## config.mk

```make
export PLATFORM = sky130hd
export DESIGN_NAME = rst_seq
export DESIGN_NICKNAME = d
export VERILOG_FILES = /design/src/rtl/seq_pkg.sv /design/src/rtl/seq_dly_cnt.sv /design/src/rtl/rst_seq.sv
export SDC_FILE = /design/constraint.sdc
export NUM_CORES = 1
export LEC_CHECK = 0
export BUFFER_PORTS_ARGS = -buffer_cell sky130_fd_sc_hd__buf_2
export CAP_MARGIN = 25
export CORE_UTILIZATION = 60
export DETAILED_ROUTE_END_ITERATION = 12
export PLACE_DENSITY = 0.77
export SETUP_SLACK_MARGIN = 0.02
export SYNTH_ARGS = -nofsm -noshare
export SYNTH_HDL_FRONTEND = slang
export SYNTH_HIERARCHICAL = 1
export SYNTH_SLANG_ARGS = --single-unit
```

## constraint.sdc

```tcl
create_clock -name clk -period 3.5 [get_ports clk]
set_input_delay 0.35 -clock clk [delete_from_list [all_inputs] [get_ports clk]]
set_output_delay 0.35 -clock clk [all_outputs]
set_load 0.02 [all_outputs]
```

## src/rtl/seq_pkg.sv

```systemverilog
// seq_pkg: shared state encoding and fast-simulation delay constants for rst_seq
package seq_pkg;

    typedef enum logic [2:0] {SNS_HOLD, WAIT_CAL, DRV_WAIT, RUN, FLT} seq_state_t;

    localparam int FAST_SIM_DLY = 8;
    localparam int FAST_SIM_TMO = 64;

endpackage

```

## src/rtl/seq_dly_cnt.sv

```systemverilog
// seq_dly_cnt: delay counter with clear/enable that saturates once it hits its target
module seq_dly_cnt #(
    parameter int CNT_W = 20
) (
    input  logic             clk,
    input  logic             RST_n,
    input  logic             clr,
    input  logic             en,
    input  logic [CNT_W-1:0] target,
    output logic             hit
);

    logic [CNT_W-1:0] cnt;

    assign hit = cnt == target;

    always_ff @(posedge clk or negedge RST_n) begin
        if (!RST_n)
            cnt <= '0;
        else if (clr)
            cnt <= '0;
        else if (en && !hit)
            cnt <= cnt + CNT_W'(1);
    end

endmodule

```

## src/rtl/rst_seq.sv

```systemverilog
// rst_seq: power-up reset sequencer sensor -> controller -> drive; SEQ_FAST_SIM_EN shortens all delays
module rst_seq
    import seq_pkg::*;
#(
    parameter int               CNT_W    = 20,
    parameter logic [CNT_W-1:0] SNS_DLY  = 20'd50000,
    parameter logic [CNT_W-1:0] CAL_TMO  = 20'd1000000,
    parameter logic [CNT_W-1:0] DRV_DLY  = 20'd10000,
    parameter logic [CNT_W-1:0] FLT_HOLD = 20'd100000
) (
    input  logic clk,
    input  logic RST_n,
    input  logic cal_done,
    input  logic fault,
    output logic sns_rst_n,
    output logic ctrl_rst_n,
    output logic drv_en,
    output logic seq_done,
    output logic cal_tmo
);

`ifdef SEQ_FAST_SIM_EN
    localparam logic [CNT_W-1:0] SNS_TGT = CNT_W'(FAST_SIM_DLY - 1);
    localparam logic [CNT_W-1:0] CAL_TGT = CNT_W'(FAST_SIM_TMO - 1);
    localparam logic [CNT_W-1:0] DRV_TGT = CNT_W'(FAST_SIM_DLY - 1);
    localparam logic [CNT_W-1:0] FLT_TGT = CNT_W'(FAST_SIM_DLY - 1);
`else
    localparam logic [CNT_W-1:0] SNS_TGT = SNS_DLY - CNT_W'(1);
    localparam logic [CNT_W-1:0] CAL_TGT = CAL_TMO - CNT_W'(1);
    localparam logic [CNT_W-1:0] DRV_TGT = DRV_DLY - CNT_W'(1);
    localparam logic [CNT_W-1:0] FLT_TGT = FLT_HOLD - CNT_W'(1);
`endif

    seq_state_t       state, state_nxt;
    logic             hit, clr, tmo_hit;
    logic [CNT_W-1:0] target;

    seq_dly_cnt #(.CNT_W(CNT_W)) u_cnt (
        .clk    (clk),
        .RST_n  (RST_n),
        .clr    (clr),
        .en     (state != RUN),
        .target (target),
        .hit    (hit)
    );

    always_comb begin
        state_nxt = state;
        tmo_hit   = 1'b0;
        target    = state == SNS_HOLD ? SNS_TGT :
                    state == WAIT_CAL ? CAL_TGT :
                    state == DRV_WAIT ? DRV_TGT :
                    state == FLT      ? FLT_TGT : '0;
        if (fault && state != FLT)
            state_nxt = FLT;
        else if (state == SNS_HOLD && hit)
            state_nxt = WAIT_CAL;
        else if (state == WAIT_CAL && cal_done)
            state_nxt = DRV_WAIT;
        else if (state == WAIT_CAL && hit) begin
            state_nxt = FLT;
            tmo_hit   = 1'b1;
        end
        else if (state == DRV_WAIT && hit)
            state_nxt = RUN;
        else if (state == FLT && hit && !fault)
            state_nxt = SNS_HOLD;
        // every transition restarts the delay; RUN keeps it parked at zero
        clr = state_nxt != state || state == RUN;
    end

    always_ff @(posedge clk or negedge RST_n) begin
        if (!RST_n) begin
            state      <= SNS_HOLD;
            sns_rst_n  <= 1'b0;
            ctrl_rst_n <= 1'b0;
            drv_en     <= 1'b0;
            seq_done   <= 1'b0;
            cal_tmo    <= 1'b0;
        end else begin
            state      <= state_nxt;
            sns_rst_n  <= state == WAIT_CAL || state == DRV_WAIT || state == RUN;
            ctrl_rst_n <= state == DRV_WAIT || state == RUN;
            drv_en     <= state == RUN;
            seq_done   <= state == RUN;
            cal_tmo    <= cal_tmo | tmo_hit;
        end
    end

endmodule

```

After elaboration in Yosys (flattened, before gate mapping)
Index checks and enable logic that the tools add are counted.

operators by class
  $add $sub $neg = 1
  equal/unequal tests = 8
  mux-type cells = 16
  bitwise operators = 1
  reductions and logical operators = 16

operators by type and width
  operator                 number
  $mux W20                 4
  $mux W17                 2
  $add A20 B1 Y20 const B  1
  $eq A20 B20 Y1           1
  $mux W3                  6
  $logic_and A1 B1 Y1      8
  $eq A3 B2 Y1 const B     2
  $logic_or A1 B1 Y1       4
  $mux W1                  4
  $eq A3 B1 Y1 const B     1
  $eq A3 B3 Y1 const B     1
  $logic_not A3 Y1         1
  $ne A3 B2 Y1 const B     1
  $ne A3 B3 Y1             1
  $ne A3 B3 Y1 const B     1
  $logic_not A1 Y1         2
  $reduce_bool A2 Y1       1
  $or A1 B1 Y1             1

word-level totals
  flip-flop bits (word level) = 27
  input port bits = 4
  output and inout bits = 5
  logic and storage cells = 48

Logic depth before layout (Yosys ltp)
  word-level depth = 17
  depth in mapped cells = 13
  depth with buffers taken out = 11

Modules after synthesis
The synthesis kept the hierarchy.

by module, submodules not included
  module       times used  cells each  area each (um2)  sequential area each (um2)
  seq_dly_cnt  1           136         1,320.0          500.5
  rst_seq      1           46          405.4            175.2

Least setup slack after synthesis
Ideal clock, no wire load.

  path kind = flip-flop to flip-flop
  from = reg state[2]
  to = reg u_cnt.cnt[0]
  setup time = 0.132 ns
  data arrival time = 2.693 ns
  data required time = 3.368 ns
  setup slack = 0.676 ns
  stages on the path, launching flop included = 14
  path buffers = 3
  period minus slack after synthesis = 2.824 ns
  path through = dfrtp_1 > buf_6 > or2_4 > inv_2 > and2_4 > xor2_1 > nor4_2 > nand3_2 > nor2_1 > o22ai_1 > mux2i_1 > clkbuf_1 > clkbuf_1 > nor2_1

on the way
  elaborated cells between the ends (all ways) = 31
  classes of those cells = 8 x eq/ne; 11 x mux; 12 x reduce/logical

RTL lines
  element                                                RTL line           text
  start, declared                                        rst_seq.sv:34      seq_state_t state, state_nxt;
  start signal, assigned                                 rst_seq.sv:81      state <= state_nxt;
  $eq A3 B2 Y1                                           rst_seq.sv:52      state == DRV_WAIT ? DRV_TGT :
  $mux W17                                               rst_seq.sv:52
  $mux W20                                               rst_seq.sv:51      state == WAIT_CAL ? CAL_TGT :
  $mux W20 (*)                                           rst_seq.sv:50      target = state == SNS_HOLD ? SNS_TGT :
  net target[14]                                         rst_seq.sv:36      logic [CNT_W-1:0] target;
  $eq A20 B20 Y1 (*)                                     seq_dly_cnt.sv:15  assign hit = cnt == target;
  net hit                                                rst_seq.sv:35      logic hit, clr, tmo_hit;
  $logic_and A1 B1 Y1 (2 in series)                      rst_seq.sv:66      else if (state == FLT && hit && !fault)
  [... 2 more ...]                                       -
  $mux W3                                                rst_seq.sv:60      else if (state == WAIT_CAL && hit) begin
  $mux W3                                                rst_seq.sv:58      else if (state == WAIT_CAL && cal_done)
  $mux W3 (*)                                            rst_seq.sv:56      else if (state == SNS_HOLD && hit)
  $mux W3 (*)                                            rst_seq.sv:54      if (fault && state != FLT)
  $ne A3 B3 Y1 (*)                                       rst_seq.sv:69      clr = state_nxt != state || state == RUN;
  $logic_or A1 B1 Y1 (*)                                 rst_seq.sv:69
  net clr                                                rst_seq.sv:35
  $mux W20 / $reduce_bool A2 Y1 (equally long branches)  -
  end signal, assigned                                   seq_dly_cnt.sv:23  cnt <= cnt + CNT_W'(1);
  end, declared                                          seq_dly_cnt.sv:13  logic [CNT_W-1:0] cnt;

The timed path passes the listed nets; every way through them passes the cells marked *.
A chain may end at the register's enable or synchronous reset.

Worst setup path after layout
  from = reg state[1]
  to = reg u_cnt.cnt[11]

on the way
  longest elaborated chain between the ends = 17
  elaborated cells between the ends (all ways) = 31
  classes of those cells = 8 x eq/ne; 11 x mux; 12 x reduce/logical

RTL lines
  element                                                RTL line           text
  $eq A3 B3 Y1                                           rst_seq.sv:53      state == FLT ? FLT_TGT : '0;
  $mux W17                                               rst_seq.sv:53
  $mux W17                                               rst_seq.sv:52
  $mux W20                                               rst_seq.sv:51
  $mux W20 (*)                                           rst_seq.sv:50
  net target[0]                                          rst_seq.sv:36
  $eq A20 B20 Y1 (*)                                     seq_dly_cnt.sv:15
  net hit                                                rst_seq.sv:35
  [... 4 more ...]                                       -
  $mux W3                                                rst_seq.sv:60
  $mux W3                                                rst_seq.sv:58
  $mux W3 (*)                                            rst_seq.sv:56
  $mux W3 (*)                                            rst_seq.sv:54
  $ne A3 B3 Y1 (*)                                       rst_seq.sv:69
  $logic_or A1 B1 Y1 (*)                                 rst_seq.sv:69
  net clr                                                rst_seq.sv:35
  $mux W20 / $reduce_bool A2 Y1 (equally long branches)  -

Marked as above.

==> metrics <==
post-layout min period=about 3.2 ns; GR peak layer=met2; vias in the first global route=approximately 1,400; post-synthesis register bit count=27; FILL cells=about 230; post-DR wirelength/cell=roughly 16 um; Sw Share=31.4%; Reg2Reg Capture Point=u_cnt/cnt[11]; clock buffer depth=2; Worst-Margin Slew=0.654 ns; number of synthesized flops with an enable pin=0; area of the multi-input gates=around 980 sq um; final worst-path cycle share=~90%; core area=about 0.0027 sq mm; GRT overflow=0; GR Layer Usage met3=about 2.1%; design area=roughly 0.0018 sq mm; DP Wirelength=roughly 2600 um; Syn Inst Count=182; DR vias=between 1,000 and 1,500; Gate power share=between 10% and 20%; kind of critical path=flip-flop to flip-flop; Worst Setup EP=u_cnt/cnt[11]; nets@finish=just under 200; antenna violations before repair=0; Reg clk slew, reported paths=around 0.15 ns; maximum vdd drop=approximately 0.33 mV; All-Layer GR Usage=between 20% and 30%; Req. time, crit path=between 3 and 4 ns; Max Cap Viol=0; I/O Pins=9; Slew HR=a little under three fifths; Post-Place Cell Area=approximately 0.0018 sq mm; worst skew pair latency=between 0.3 and 0.4 ns; # resized after CTS=0; CTS tree=built; Sequential Area=roughly 680 sq um; placed cell count=216; die height=roughly 56 um; TritonCTS Sinks=27; I/O Buffers=8; Worst EP arrival=around 3.4 ns; cell-internal power=0.445 mW; Routed WL=3470 um; DR iter-0 viols=73; Post-CTS Setup Inserts=0; pre-CTS WS=roughly 0.4 ns; Area Overhead vs Synth=4.06%; Unique masters post-synth=46; Leak Pwr=between 0.8 and 0.9 nW; DIE WIDTH=between 50 and 60 um; CTS buffer count=3; run status=finished clean; Pwr Density=between 300 and 400 mW/mm^2; Clock Root Buffer=clkbuf_4; most common cell after layout, fill and taps aside=dfrtp_1; CP startpoint=state[1]; die area=between 0.003 and 0.004 sq mm; Post-Route Skew=between 0.002 and 0.0025 ns; pin count of the biggest net entering global routing=29; async set-reset flop share out of synthesis=between 90% and 100%; Setup-failing EPs final=0; worst hold path class=input port to asynchronous set/reset pin; CP Capture Type=flip-flop; ys flop type=dfrtp_1; H-tree levels=1; gpl congestion=0.889; grt met2 use=between 40 and 50%; Startpoint Class=flip-flop; ant diodes=0; Fin Setup TNS=0 ns; R2R Setup Slk=~0.34 ns; syn avg cell area=roughly 9.5 sq um; RSZ-0062 raised after global routing=no; non-filler cells, final=220; share of layout cells above drive strength 1=around 15%; # rows=19; Peak Freq=0.316 GHz; power share of the clock group=a little over a fifth; met1 GRT Util=between 30% and 40%; Syn. warnings=6; worst r2r src=state[1]; final hold vios=0; antenna-violating nets left=0; CP max FO=11; mapped cell area=between 0.0015 and 0.002 sq mm; DRT Pass-1 Iters=4; Initial Util=between 60% and 70%; DRC errors left=0; first-pass GRT wire length=between 6000 and 7000 um; Psw=just over 0.2 mW; final worst slack=between 0.3 and 0.4 ns; hold buffers post-CTS=0; sequential element share of the synthesized area=39.2%; Via density=6.14; Reg power frac=60.5%; Final Max Tran Viols=0; R2R cell count=10; most frequent cells in the layout=dfrtp_1 (27), xor2_1 (25), nor2_1 (18)
power groups by stage:
stage / sequential [mW] / combinational [mW] / clock [mW]
finish: 0.393 / 0.121 / 0.135
global placement: 0.395 / 0.117 / 0
CTS: 0.391 / 0.123 / 0.138
floorplan: 0.383 / 0.0968 / 0
global route: 0.399 / 0.140 / 0.148
detailed placement: 0.398 / 0.122 / 0
cell type report:
type                    instances  share of cell area [%]
clock buffers                   3                    1.25
clock inverters                 1                   0.279
inverters                       4                   0.836
multi-input cells             144                    54.8
flip-flops and latches         27                    37.6
well taps                      31                    2.16
repair buffers                 10                    3.07
metal layers:
layer  vias up  part of all wire (%)
met5         -                     0
met4         0                  0.49
met3         2                   4.4
met2        34                    50
met1       653                    45
li1        661                     -
worst min path at each step:
stage	startpoint	to	slack (ns)	depth (start not counted)
global placement	RST_n	u_cnt/cnt[13]	0.38	1
detailed placement	RST_n	u_cnt/cnt[13]	0.38	1
floorplan	RST_n	cal_tmo	0.05	0
finish	RST_n	u_cnt/cnt[13]	0.002	1
global route	RST_n	u_cnt/cnt[13]	0.05	1
CTS	RST_n	u_cnt/cnt[13]	0.01	1
critical path: stages, from the launching register on:
cell and delay [ns]:
dfrtp_1 0.52, or2_4 0.32, nand2_1 0.23, xor2_1 0.15
nor4_2 0.32, nand3_2 0.21, nor2_1 0.34, o22ai_1 0.12
mux2i_1 0.41, buf_4 0.27, o21ba_2 0.18
flip-flops by register name (all words and copies together) (netlist names):
name,flops
ctrl_rst_n,1
state,3
u_cnt/cnt,20
sns_rst_n,1
seq_done,1
cal_tmo,1
synthesized netlist by cell type (2+ instances only):
cell,instances,area (sq um)
dfrtp_1,27,676
o2111ai_1,4,35.0
o21a_1,2,15.0
nor2b_1,4,25.0
nor3_1,3,15.0
o21ai_0,7,35.0
xor2_1,25,219
nor2_1,18,67.6
or4_1,4,30.0
nor4_1,3,18.8
and3_4,2,22.5
inv_1,3,11.3
nand4_1,2,12.5
o21ba_2,2,20.0
clkbuf_1,2,7.51
buf_2,2,10.0
buf_4,2,15.0
o31ai_1,4,30.0
nand2_1,7,26.3
mux2i_1,2,20.0
and3_1,5,31.3
a21oi_1,11,55.1
a21o_1,2,15.0
nand3_1,7,35.0
or3_1,6,37.5
nor3b_1,2,15.0
buf_6,2,22.5
nor4_2,3,37.5
xnor2_1,2,17.5
per-stage QoR:
stage	util (%)	power, mW	hold WS, ns
after global placement	64.7	0.513	0.378
after floorplan	-	0.480	0.0544
final	65.7	0.649	0.00160
after CTS	65.7	0.652	0.0121
after detailed placement	64.7	0.520	0.384
after global routing	65.7	0.687	0.0487
cells by family after synthesis:
family          synth area share (%)
compound gates                  14.1
mux                             2.68
flops                           39.2
fa+ha+maj                      0.725
other cells                    0.217
simple gates                    25.4
xor+xnor                        13.7
buf+inv                         4.06
Power figures use the tool's default switching activity.
